[src/rtl/core_pkg.sv]
// rtl/core_pkg.sv - shared fetch-stage types and constants
package core_pkg;

  localparam int XLEN = 32;
  localparam int ILEN = 32;

  typedef enum logic [1:0] {S_BOOT, S_REQ, S_WAIT, S_HOLD} fetch_state_e;

  typedef enum logic [1:0] {NONE, TRAP, MRET, BRANCH} redirect_src_e;

  typedef struct packed {
    logic [XLEN-1:0] pc;
    logic [ILEN-1:0] instr;
    logic            err;
  } fetch_buf_t;

  function automatic logic [XLEN-1:0] word_align(input logic [XLEN-1:0] addr);
    return {addr[XLEN-1:2], 2'b00};
  endfunction

endpackage

[src/rtl/fetch_ctrl_if.sv]
// rtl/fetch_ctrl_if.sv - instruction memory port and IF/ID buffer handshake
interface fetch_ctrl_if;
  import core_pkg::*;

  logic            imem_req_valid_o;
  logic            imem_req_ready_i;
  logic [XLEN-1:0] imem_req_addr_o;
  logic            imem_rsp_valid_i;
  logic [ILEN-1:0] imem_rsp_data_i;
  logic            imem_rsp_err_i;
  logic            if_valid_o;
  logic            if_ready_i;
  logic [XLEN-1:0] if_pc_o;
  logic [ILEN-1:0] if_instr_o;
  logic            if_err_o;

  modport master (
    output imem_req_valid_o, imem_req_addr_o,
    input  imem_req_ready_i, imem_rsp_valid_i, imem_rsp_data_i, imem_rsp_err_i,
    output if_valid_o, if_pc_o, if_instr_o, if_err_o,
    input  if_ready_i
  );

  modport slave (
    input  imem_req_valid_o, imem_req_addr_o,
    output imem_req_ready_i, imem_rsp_valid_i, imem_rsp_data_i, imem_rsp_err_i,
    input  if_valid_o, if_pc_o, if_instr_o, if_err_o,
    output if_ready_i
  );

endinterface

[src/rtl/pc_redirect_sel.sv]
// rtl/pc_redirect_sel.sv - priority select of PC redirect: trap > mret > branch
module pc_redirect_sel
  import core_pkg::*;
(
  input  logic            trap,
  input  logic [XLEN-1:0] trap_vector,
  input  logic            mret,
  input  logic [XLEN-1:0] mepc,
  input  logic            branch,
  input  logic [XLEN-1:0] branch_target,
  output logic            redirect,
  output logic [XLEN-1:0] target,
  output redirect_src_e   src
);

  assign redirect = trap | mret | branch;

  always_comb begin
    src    = NONE;
    target = '0;
    if (trap) begin
      src    = TRAP;
      target = word_align(trap_vector);
    end else if (mret) begin
      src    = MRET;
      target = word_align(mepc);
    end else if (branch) begin
      src    = BRANCH;
      target = word_align(branch_target);
    end
  end

endmodule

[src/rtl/fetch_ctrl.sv]
// rtl/fetch_ctrl.sv - PC owner and single-outstanding instruction fetch sequencer
module fetch_ctrl
  import core_pkg::*;
#(
  parameter logic [XLEN-1:0] BOOT_ADDR = 32'h0000_0000
) (
  input  logic            clk_i,
  input  logic            rst_ni,
  fetch_ctrl_if.master    bus,
  input  logic            stall_i,
  input  logic            trap_i,
  input  logic [XLEN-1:0] trap_vector_i,
  input  logic            mret_i,
  input  logic [XLEN-1:0] mepc_i,
  input  logic            branch_taken_i,
  input  logic [XLEN-1:0] branch_target_i,
  output logic            flush_o
);

  localparam logic [1:0] ST_BOOT = S_BOOT;
  localparam logic [1:0] ST_REQ  = S_REQ;
  localparam logic [1:0] ST_WAIT = S_WAIT;
  localparam logic [1:0] ST_HOLD = S_HOLD;

  logic [1:0]      state_q, state_d;
  logic [XLEN-1:0] pc_q, pc_d, req_addr_q, target;
  logic            discard_q, redirect, req_fire, if_fire;
  redirect_src_e   redirect_src;
  fetch_buf_t      buf_q;

  pc_redirect_sel u_redirect_sel (
    .trap          (trap_i),
    .trap_vector   (trap_vector_i),
    .mret          (mret_i),
    .mepc          (mepc_i),
    .branch        (branch_taken_i),
    .branch_target (branch_target_i),
    .redirect      (redirect),
    .target        (target),
    .src           (redirect_src)
  );

  assign req_fire = (state_q == ST_REQ) && bus.imem_req_ready_i;
  assign if_fire  = (state_q == ST_HOLD) && bus.if_ready_i && !stall_i && !redirect;

  // Once a redirect has marked the pending fetch stale, pc_q already holds the target.
  always_comb begin
    pc_d = pc_q;
    if (redirect_src != NONE) begin
      pc_d = target;
    end else if (req_fire && !discard_q) begin
      pc_d = req_addr_q + 32'd4;
    end
  end

  always_comb begin
    state_d = state_q;
    case (state_q)
      ST_BOOT: state_d = ST_REQ;
      ST_REQ:  if (bus.imem_req_ready_i) state_d = ST_WAIT;
      ST_WAIT: if (bus.imem_rsp_valid_i) state_d = (discard_q || redirect) ? ST_REQ : ST_HOLD;
      ST_HOLD: if (redirect || if_fire) state_d = ST_REQ;
      default: state_d = ST_BOOT;
    endcase
  end

  always_ff @(posedge clk_i or negedge rst_ni) begin
    if (!rst_ni) begin
      state_q    <= ST_BOOT;
      pc_q       <= BOOT_ADDR;
      req_addr_q <= BOOT_ADDR;
      discard_q  <= 1'b0;
      buf_q      <= '0;
    end else begin
      state_q <= state_d;
      pc_q    <= pc_d;
      if (state_d == ST_REQ && state_q != ST_REQ) begin
        req_addr_q <= pc_d;
      end
      if (state_q == ST_REQ && redirect) begin
        discard_q <= 1'b1;
      end else if (state_q == ST_WAIT) begin
        if (bus.imem_rsp_valid_i) begin
          discard_q <= 1'b0;
        end else if (redirect) begin
          discard_q <= 1'b1;
        end
      end
      if (state_q == ST_WAIT && state_d == ST_HOLD) begin
        buf_q <= '{pc: req_addr_q, instr: bus.imem_rsp_data_i, err: bus.imem_rsp_err_i};
      end else if (state_q == ST_HOLD && state_d == ST_REQ) begin
        buf_q <= '0;
      end
    end
  end

  assign bus.imem_req_valid_o = (state_q == ST_REQ);
  assign bus.imem_req_addr_o  = req_addr_q;
  assign bus.if_valid_o       = (state_q == ST_HOLD);
  assign bus.if_pc_o          = buf_q.pc;
  assign bus.if_instr_o       = buf_q.instr;
  assign bus.if_err_o         = buf_q.err;
  assign flush_o              = redirect;

endmodule

[src/flat_wrapper.sv]
// flat-port wrapper written by rule: the top's interface ports become plain ports
module fetch_ctrl_flat import core_pkg::*;
#(
  parameter logic [XLEN-1:0] BOOT_ADDR = 32'h0000_0000
)
  (clk_i, rst_ni, stall_i, trap_i, trap_vector_i, mret_i, mepc_i, branch_taken_i, branch_target_i, flush_o, bus_imem_req_valid_o, bus_imem_req_addr_o, bus_imem_req_ready_i, bus_imem_rsp_valid_i, bus_imem_rsp_data_i, bus_imem_rsp_err_i, bus_if_valid_o, bus_if_pc_o, bus_if_instr_o, bus_if_err_o, bus_if_ready_i);
  fetch_ctrl_if bus_i ();
  input  logic clk_i;
  input  logic rst_ni;
  input  logic stall_i;
  input  logic trap_i;
  input  logic [XLEN-1:0] trap_vector_i;
  input  logic mret_i;
  input  logic [XLEN-1:0] mepc_i;
  input  logic branch_taken_i;
  input  logic [XLEN-1:0] branch_target_i;
  output logic flush_o;
  output wire logic [$bits(bus_i.imem_req_valid_o)-1:0] bus_imem_req_valid_o;
  output wire logic [$bits(bus_i.imem_req_addr_o)-1:0] bus_imem_req_addr_o;
  input wire logic [$bits(bus_i.imem_req_ready_i)-1:0] bus_imem_req_ready_i;
  input wire logic [$bits(bus_i.imem_rsp_valid_i)-1:0] bus_imem_rsp_valid_i;
  input wire logic [$bits(bus_i.imem_rsp_data_i)-1:0] bus_imem_rsp_data_i;
  input wire logic [$bits(bus_i.imem_rsp_err_i)-1:0] bus_imem_rsp_err_i;
  output wire logic [$bits(bus_i.if_valid_o)-1:0] bus_if_valid_o;
  output wire logic [$bits(bus_i.if_pc_o)-1:0] bus_if_pc_o;
  output wire logic [$bits(bus_i.if_instr_o)-1:0] bus_if_instr_o;
  output wire logic [$bits(bus_i.if_err_o)-1:0] bus_if_err_o;
  input wire logic [$bits(bus_i.if_ready_i)-1:0] bus_if_ready_i;
  assign bus_imem_req_valid_o = bus_i.imem_req_valid_o;
  assign bus_imem_req_addr_o = bus_i.imem_req_addr_o;
  assign bus_i.imem_req_ready_i = bus_imem_req_ready_i;
  assign bus_i.imem_rsp_valid_i = bus_imem_rsp_valid_i;
  assign bus_i.imem_rsp_data_i = bus_imem_rsp_data_i;
  assign bus_i.imem_rsp_err_i = bus_imem_rsp_err_i;
  assign bus_if_valid_o = bus_i.if_valid_o;
  assign bus_if_pc_o = bus_i.if_pc_o;
  assign bus_if_instr_o = bus_i.if_instr_o;
  assign bus_if_err_o = bus_i.if_err_o;
  assign bus_i.if_ready_i = bus_if_ready_i;
  fetch_ctrl #(.BOOT_ADDR(BOOT_ADDR)) u_core (.clk_i(clk_i), .rst_ni(rst_ni), .bus(bus_i), .stall_i(stall_i), .trap_i(trap_i), .trap_vector_i(trap_vector_i), .mret_i(mret_i), .mepc_i(mepc_i), .branch_taken_i(branch_taken_i), .branch_target_i(branch_target_i), .flush_o(flush_o));
endmodule
[config.mk]
export PLATFORM = sky130hd
export DESIGN_NAME = fetch_ctrl_flat
export DESIGN_NICKNAME = d
export VERILOG_FILES = /design/src/rtl/core_pkg.sv /design/src/rtl/fetch_ctrl_if.sv /design/src/rtl/pc_redirect_sel.sv /design/src/rtl/fetch_ctrl.sv /design/src/flat_wrapper.sv
export SDC_FILE = /design/constraint.sdc
export NUM_CORES = 1
export LEC_CHECK = 0
export CORE_MARGIN = 2
export CORE_UTILIZATION = 40
export DETAILED_ROUTE_END_ITERATION = 8
export HOLD_SLACK_MARGIN = 0.03
export MAX_ROUTING_LAYER = met4
export PLACE_DENSITY = 0.85
export REMOVE_ABC_BUFFERS = 1
export SKIP_LAST_GASP = 1
export SLEW_MARGIN = 25
export SYNTH_ARGS = -nofsm -noshare
export SYNTH_HDL_FRONTEND = slang
export SYNTH_SLANG_ARGS = --single-unit
[constraint.sdc]
create_clock -name clk_i -period 1.85 [get_ports clk_i]
set_clock_uncertainty 0.15 [all_clocks]
set_input_delay 0.37 -clock clk_i [delete_from_list [all_inputs] [get_ports clk_i]]
set_output_delay 0.37 -clock clk_i [all_outputs]
set_load 0.03 [all_outputs]
# Yosys cells after proc, flatten, opt, wreduce, memory -nomap -nowiden
# Index checks and enable logic that the tools add are counted.
# word_totals
reg_bits	132
latchBits	0
ramBits	0
rom_bits	0
input_bits	138
out_inout_bits	100
word_cells	55
memories	0
# op_classes
add_sub_neg	1
n_mul	0
div	0
n_lt_le_gt_ge	0
n_eq_ne	6
shifts	0
mux	19
n_bitwise	2
n_reduce_logical	20
# op_table
op	count
32-bit two-way mux	5
65-bit two-way mux	2
32-bit by 3-bit adder with 32-bit output, second input constant	1
2-bit two-way mux	7
1-bit logical AND	9
2-bit one-hot mux with 4 select lines	1
2-bit equality test, second input constant	3
2-bit nonzero test	3
2-bit by 1-bit equality test with 1-bit output, second input constant	2
1-bit two-way mux	4
1-bit logical NOT	3
3-bit nonzero test	1
2-bit logical NOT	1
1-bit logical OR	2
2-bit by 1-bit != test with 1-bit output, second input constant	1
1-bit bitwise OR	2
2-bit AND reduction	1

# Depth between registers and ports, before layout
# depth
depth_word	11
mapped_depth	9
depth_no_buf	6

# By module
# A second synthesis with hierarchy kept.
# hier_totals
cells_unflattened	674
hier_area_um2	6749.0
# modules_own_cells
mod	n_inst	cells_per_inst	area_each_um2	seq_area_each_um2
fetch_ctrl	1	528	5860.6	3303.2
pc_redirect_sel	1	146	888.4	0.0

# Least setup slack after synthesis
# Ideal clock, no wire load.
# synth_timing
path_kind	flip-flop to flip-flop
startpoint	register u_core.state_q[1]
endpoint	register u_core.req_addr_q[10] (netlist: u_core.bus.imem_req_addr_o[10])
setup_time_ns	0.125
arrival_time_ns	1.852
required_time_ns	1.575
slack_ns	-0.277
path_stages_with_launch	7
n_path_buf	3
period_less_slack_ns	2.127
path_cell_list	dfrtp_1 -> buf_2 -> nor2b_1 -> a311o_1 -> buf_2 -> buf_4 -> mux2_2
# synth_between
elab_cells_between_ends	19
classes_between	eq/ne: 5; mux: 6; reduce/logical: 8
# synth_rtl
item	line_no	text
start, declared	fetch_ctrl.sv:25	logic [1:0] state_q, state_d;
start signal, assigned	fetch_ctrl.sv:75	state_q <= state_d;
2-bit by 1-bit equality test with 1-bit output *	--	
net bus_imem_req_valid_o	flat_wrapper.sv:18	output wire logic [$bits(bus_i.imem_req_valid_o)-1:0] bus_imem_req_valid_o;
branches (longest 4 deep; another with 2-bit one-hot mux with 4 select lines)	--	
end signal, assigned	fetch_ctrl.sv:78	req_addr_q <= pc_d;
end, declared	fetch_ctrl.sv:26	logic [XLEN-1:0] pc_q, pc_d, req_addr_q, target;
# Mark *: on every way through the listed nets, which the timed path passes.
# A chain may end at the register's enable or synchronous reset.

# Worst setup path in the final report
# layout_timing
startpoint	register u_core.req_addr_q[2] (netlist: u_core.bus.imem_req_addr_o[2])
endpoint	register u_core.req_addr_q[12] (netlist: u_core.bus.imem_req_addr_o[12])
# layout_between
elab_chain_len	3
# layout_rtl
item	line_no	text
32-bit by 3-bit adder with 32-bit output	fetch_ctrl.sv:52	pc_d = req_addr_q + 32'd4;
32-bit two-way mux	fetch_ctrl.sv:51	end else if (req_fire && !discard_q) begin
32-bit two-way mux	fetch_ctrl.sv:49	if (redirect_src != NONE) begin
net u_core.pc_d[12]	fetch_ctrl.sv:26	
# The timed path passes the listed nets, and every way through them passes these cells.

==> flow_metrics.tcl <==
set metrics [dict create \
    status "finished with violations" \
    violations "negative setup slack" \
    fin_ws_ns -0.0592 \
    cts_tree "done" \
    clk_pin_slew_ns 0.06 \
    synth-xor-area-share_pct 1.96 \
    crit_cells 7 \
    comb_power_share_pct 39.6 \
    path_max_fanout 4 \
    stdcell_area_mm2 0.0105 \
    synth_seq_cells 132 \
    synth_compound_area_share_pct 24.3 \
    clock_sinks 132 \
    cts_buffers 17 \
    vias 6198 \
    synth_edf_count 0 \
    power_frac_seq_pct 30.4 \
    cp-start-kind "flop" \
    rr_worst_depth 7 \
    crit_slowest_cell "dfrtp_1" \
    routed_wl_um 21000 \
    worst_path_largest_cell_delay_ns 0.40 \
    tns_ns -0.272 \
    p_clk_share_pct 30.0 \
    worstPathCellList "ha_2 > nand4_1 > buf_6 > or4_1 > a31oi_1 > o21a_2 > mux2_2" \
    peakVddDrop_mv 0.796 \
    grt_max_degree 43 \
    fillers 1135 \
    ios 238 \
    critPathRequiredTime_ns 2.06 \
    synthAdderAreaFrac_pct 0.200 \
    setup_viol 11 \
    multi_input_area_mm2 0.00294 \
    drtAntennaViolNets 0 \
    drtPass1Iterations 5 \
    drive_gt1_share_pct 27.5 \
    final-hold-violation-count 0 \
    ctsHtreeMaxLevel 4 \
    die_w_um 129 \
    grt_antenna_before_repair 0 \
    insertedDiodeCount 0 \
    cellPowerDensity_mw_per_mm2 1210 \
    grt_pass1_vias 6152 \
    grt_pass1_wl_um 32100 \
    rows 45 \
    grt_overflow 0 \
    drv_cap 0 \
    cts_root_buf "clkbuf_16" \
    synth_area_mm2 0.00627 \
    p_leak_uw 0.00485 \
    synth_area_per_cell_um2 10.6 \
    synth_top_family_by_area "compound AO/OA/AOI/OAI gates" \
    fmax_mhz 524 \
    finalCriticalPeriod_ns 1.91 \
    die-area_mm2 0.0167 \
    sw_frac_of_total_pct 35.2 \
    yosys.area_share.simple_pct 14.2 \
    synth.distinct_cells 70 \
    tightest_slew_ns 0.500 \
    endpoint_kind "flop" \
    arrival_ns 2.12 \
    drv_slew 0 \
    synth_top_flop_cell "dfrtp_1" \
    cts_buffer_depth 2 \
    rsz0062_at_grt "yes" \
    power.switching_uw 4450 \
    die_y_um 129 \
    wl_per_cell_um 18.6 \
    drc 0 \
    synthArstFlopShare_pct 100 \
    dp_hpwl_um 14600 \
    seq_area_mm2 0.00331 \
    clock_latency_ns 0.42 \
    start_util_pct 41.1 \
    cp_top_family "simple AND/OR/NAND/NOR gates" \
    dp_slack_ns -0.610 \
    design.core.area_mm2 0.0153 \
    min_path_type "in2async" \
    first_iter_violations 420 \
    finalWeightedCongestion 0.854 \
    fin_nets 1047 \
    synth_seq_area_share_pct 52.7 \
    post-route-period-util_pct 103 \
    synth.area.mux_share_pct 2.32 \
    syn2layout_area_growth_pct 66.8 \
    ys_warn_count 0 \
    slew_headroom_pct 66.6 \
    grt_usage_pct 25.7 \
    io_buffers 231 \
    placed_area_mm2 0.00942 \
    worstSetupPathType "reg2reg" \
    cp_num_buf_inv 1 \
    synth_cells 593 \
    fin_hold_ws_ns 0.325 \
    utilization_pct 68.5 \
    vias_per_cell 5.48 \
    intPower_uw 8210 \
]
-- what timing repair did --
action                                  4_1_cts  5_1_grt
endpoints found under the hold margin        36        0
gates resized for setup                     174       65
endpoints found under the setup margin      212      125
pin swaps                                    19       21
gates cloned                                  0        0
hold buffers                                  1        0
buffers inserted                             12       13
-- logic make-up (layout without fill, tap and decap cells) --
family / Yosys count / in the layout
AOI/OAI and AO/OA: 213 / 213
xor gates and xnor gates: 14 / 14
adders and majority gates: 1 / 1
buffers and inverters: 56 / 383
DFF: 132 / 132
muxes: 13 / 13
and+or+nand+nor: 164 / 164
-- synth_stat cells (2+ instances only) --
| master | number | area, µm² |
|---|---|---|
| a211oi_1 | 4 | 30.0 |
| a31o_2 | 4 | 35.0 |
| and3b_1 | 2 | 17.5 |
| a21o_1 | 2 | 15.0 |
| a22oi_1 | 7 | 52.6 |
| nor4_1 | 4 | 25.0 |
| buf_1 | 2 | 7.51 |
| o21ai_0 | 47 | 235 |
| o21ai_1 | 2 | 10.0 |
| nand2b_1 | 6 | 37.5 |
| nor2b_1 | 2 | 12.5 |
| and2_1 | 5 | 31.3 |
| o221a_2 | 4 | 45.0 |
| o21bai_1 | 2 | 15.0 |
| dfrtp_1 | 132 | 3300 |
| xnor2_1 | 7 | 61.3 |
| o31ai_1 | 10 | 75.1 |
| buf_2 | 25 | 125 |
| nor3_1 | 3 | 15.0 |
| buf_6 | 2 | 22.5 |
| xor2_1 | 7 | 61.3 |
| nand4_1 | 9 | 56.3 |
| o21a_1 | 2 | 15.0 |
| nand3_1 | 10 | 50.1 |
| or4_1 | 3 | 22.5 |
| nand4bb_1 | 2 | 22.5 |
| nor2_1 | 42 | 158 |
| nand2_1 | 52 | 195 |
| a22o_1 | 64 | 561 |
| clkbuf_1 | 17 | 63.8 |
| and4_1 | 4 | 35.0 |
| a221oi_1 | 5 | 43.8 |
| a21oi_1 | 25 | 125 |
| inv_1 | 5 | 18.8 |
| and3_1 | 5 | 31.3 |
| buf_4 | 4 | 30.0 |
| a31oi_1 | 4 | 25.0 |
| o22ai_1 | 18 | 113 |
| mux2_2 | 12 | 135 |
-- layer usage --
metal	wire, µm	up-vias	track usage [%]
met5	0	-	-
met4	397	0	8.57
met3	1690	40	6.77
met2	10200	306	41.7
met1	8770	2993	31.4
li1	-	2859	-
-- power by group through the flow --
| stage | registers (µW) | clock network, µW | logic (µW) |
|---|---|---|---|
| finish | 3850 | 3790 | 5010 |
| CTS | 3820 | 3860 | 4670 |
| global placement | 3830 | 0 | 4530 |
| detailed placement | 3850 | 0 | 4620 |
| global route | 3920 | 3970 | 5330 |
| floorplan | 4570 | 0 | 1360 |
-- registers in the layout, indices dropped and copies added (netlist names) --
| name | cells |
|---|---|
| u_core.bus.if_pc_o | 32 |
| u_core.bus.imem_req_addr_o | 32 |
| u_core.discard_q | 1 |
| u_core.pc_q | 32 |
| u_core.state_q | 2 |
| u_core.bus.if_err_o | 1 |
| u_core.bus.if_instr_o | 32 |
-- stage by stage --
step / total power (µW) / std cells
floorplan: 5940 / 543
global placement: 8350 / 1076
detailed placement: 8460 / 1076
global route: 13200 / 1131
CTS: 12300 / 1119
finish: 12700 / 1131
-- cells in the final DEF (no fill, tap or decap), types with 4 or more instances in the layout --
cell and n:
clkdlybuf4s50_1 127, dfrtp_1 123, buf_4 92, dlygate4sd2_1 74, a22o_1 64, nand2_1 50
nor2_1 39, o21ai_0 36, a21oi_1 21, o22ai_1 18, clkbuf_16 17, buf_6 16
clkdlybuf4s15_2 14, o21ai_1 12, mux2_2 11, buf_12 11, nand4_1 9, dfrtp_2 9
o31ai_1 7, xor2_1 7, a22oi_1 7, nand3_1 6, nand2b_1 6, xnor2_1 6
bufinv_16 6, and3_1 5, a21oi_2 5, clkbuf_2 5, a31o_2 4, and2_1 4
inv_1 4, a31oi_1 4, o31ai_2 4, nor4_2 4, o221a_2 4
-- final cells by class --
type                            count  share of cell area, %
Tap cell                          211                   2.52
Clock inverter                      9                   1.91
Clock buffer                       22                   4.44
Multi-Input combinational cell    405                   28.1
Sequential cell                   132                   31.7
Timing Repair Buffer              346                   31.1
Inverter                            6                  0.215
-- worst reg2reg max path: stages, from the launching register on --
cell     delay (ns)
dfrtp_1        0.40
ha_2           0.20
nand4_1        0.10
buf_6          0.16
or4_1          0.39
a31oi_1        0.18
o21a_2         0.14
mux2_2         0.14
-- worst paths after layout --
path                       slack [ns]                              to                     startpoint
max                             -0.06  u_core.bus.imem_req_addr_o[12]  u_core.bus.imem_req_addr_o[2]
min                              0.33       u_core.bus.if_instr_o[16]                         rst_ni
max reg2reg                     -0.06  u_core.bus.imem_req_addr_o[12]  u_core.bus.imem_req_addr_o[2]
min reg2reg                      0.34          u_core.bus.if_pc_o[21]         u_core.bus.if_pc_o[21]
max in group asynchronous        0.68               u_core.state_q[1]                         rst_ni
min in group clk_i               0.33               u_core.state_q[1]                         trap_i
Note: power is estimated with default switching activity, not from simulation.
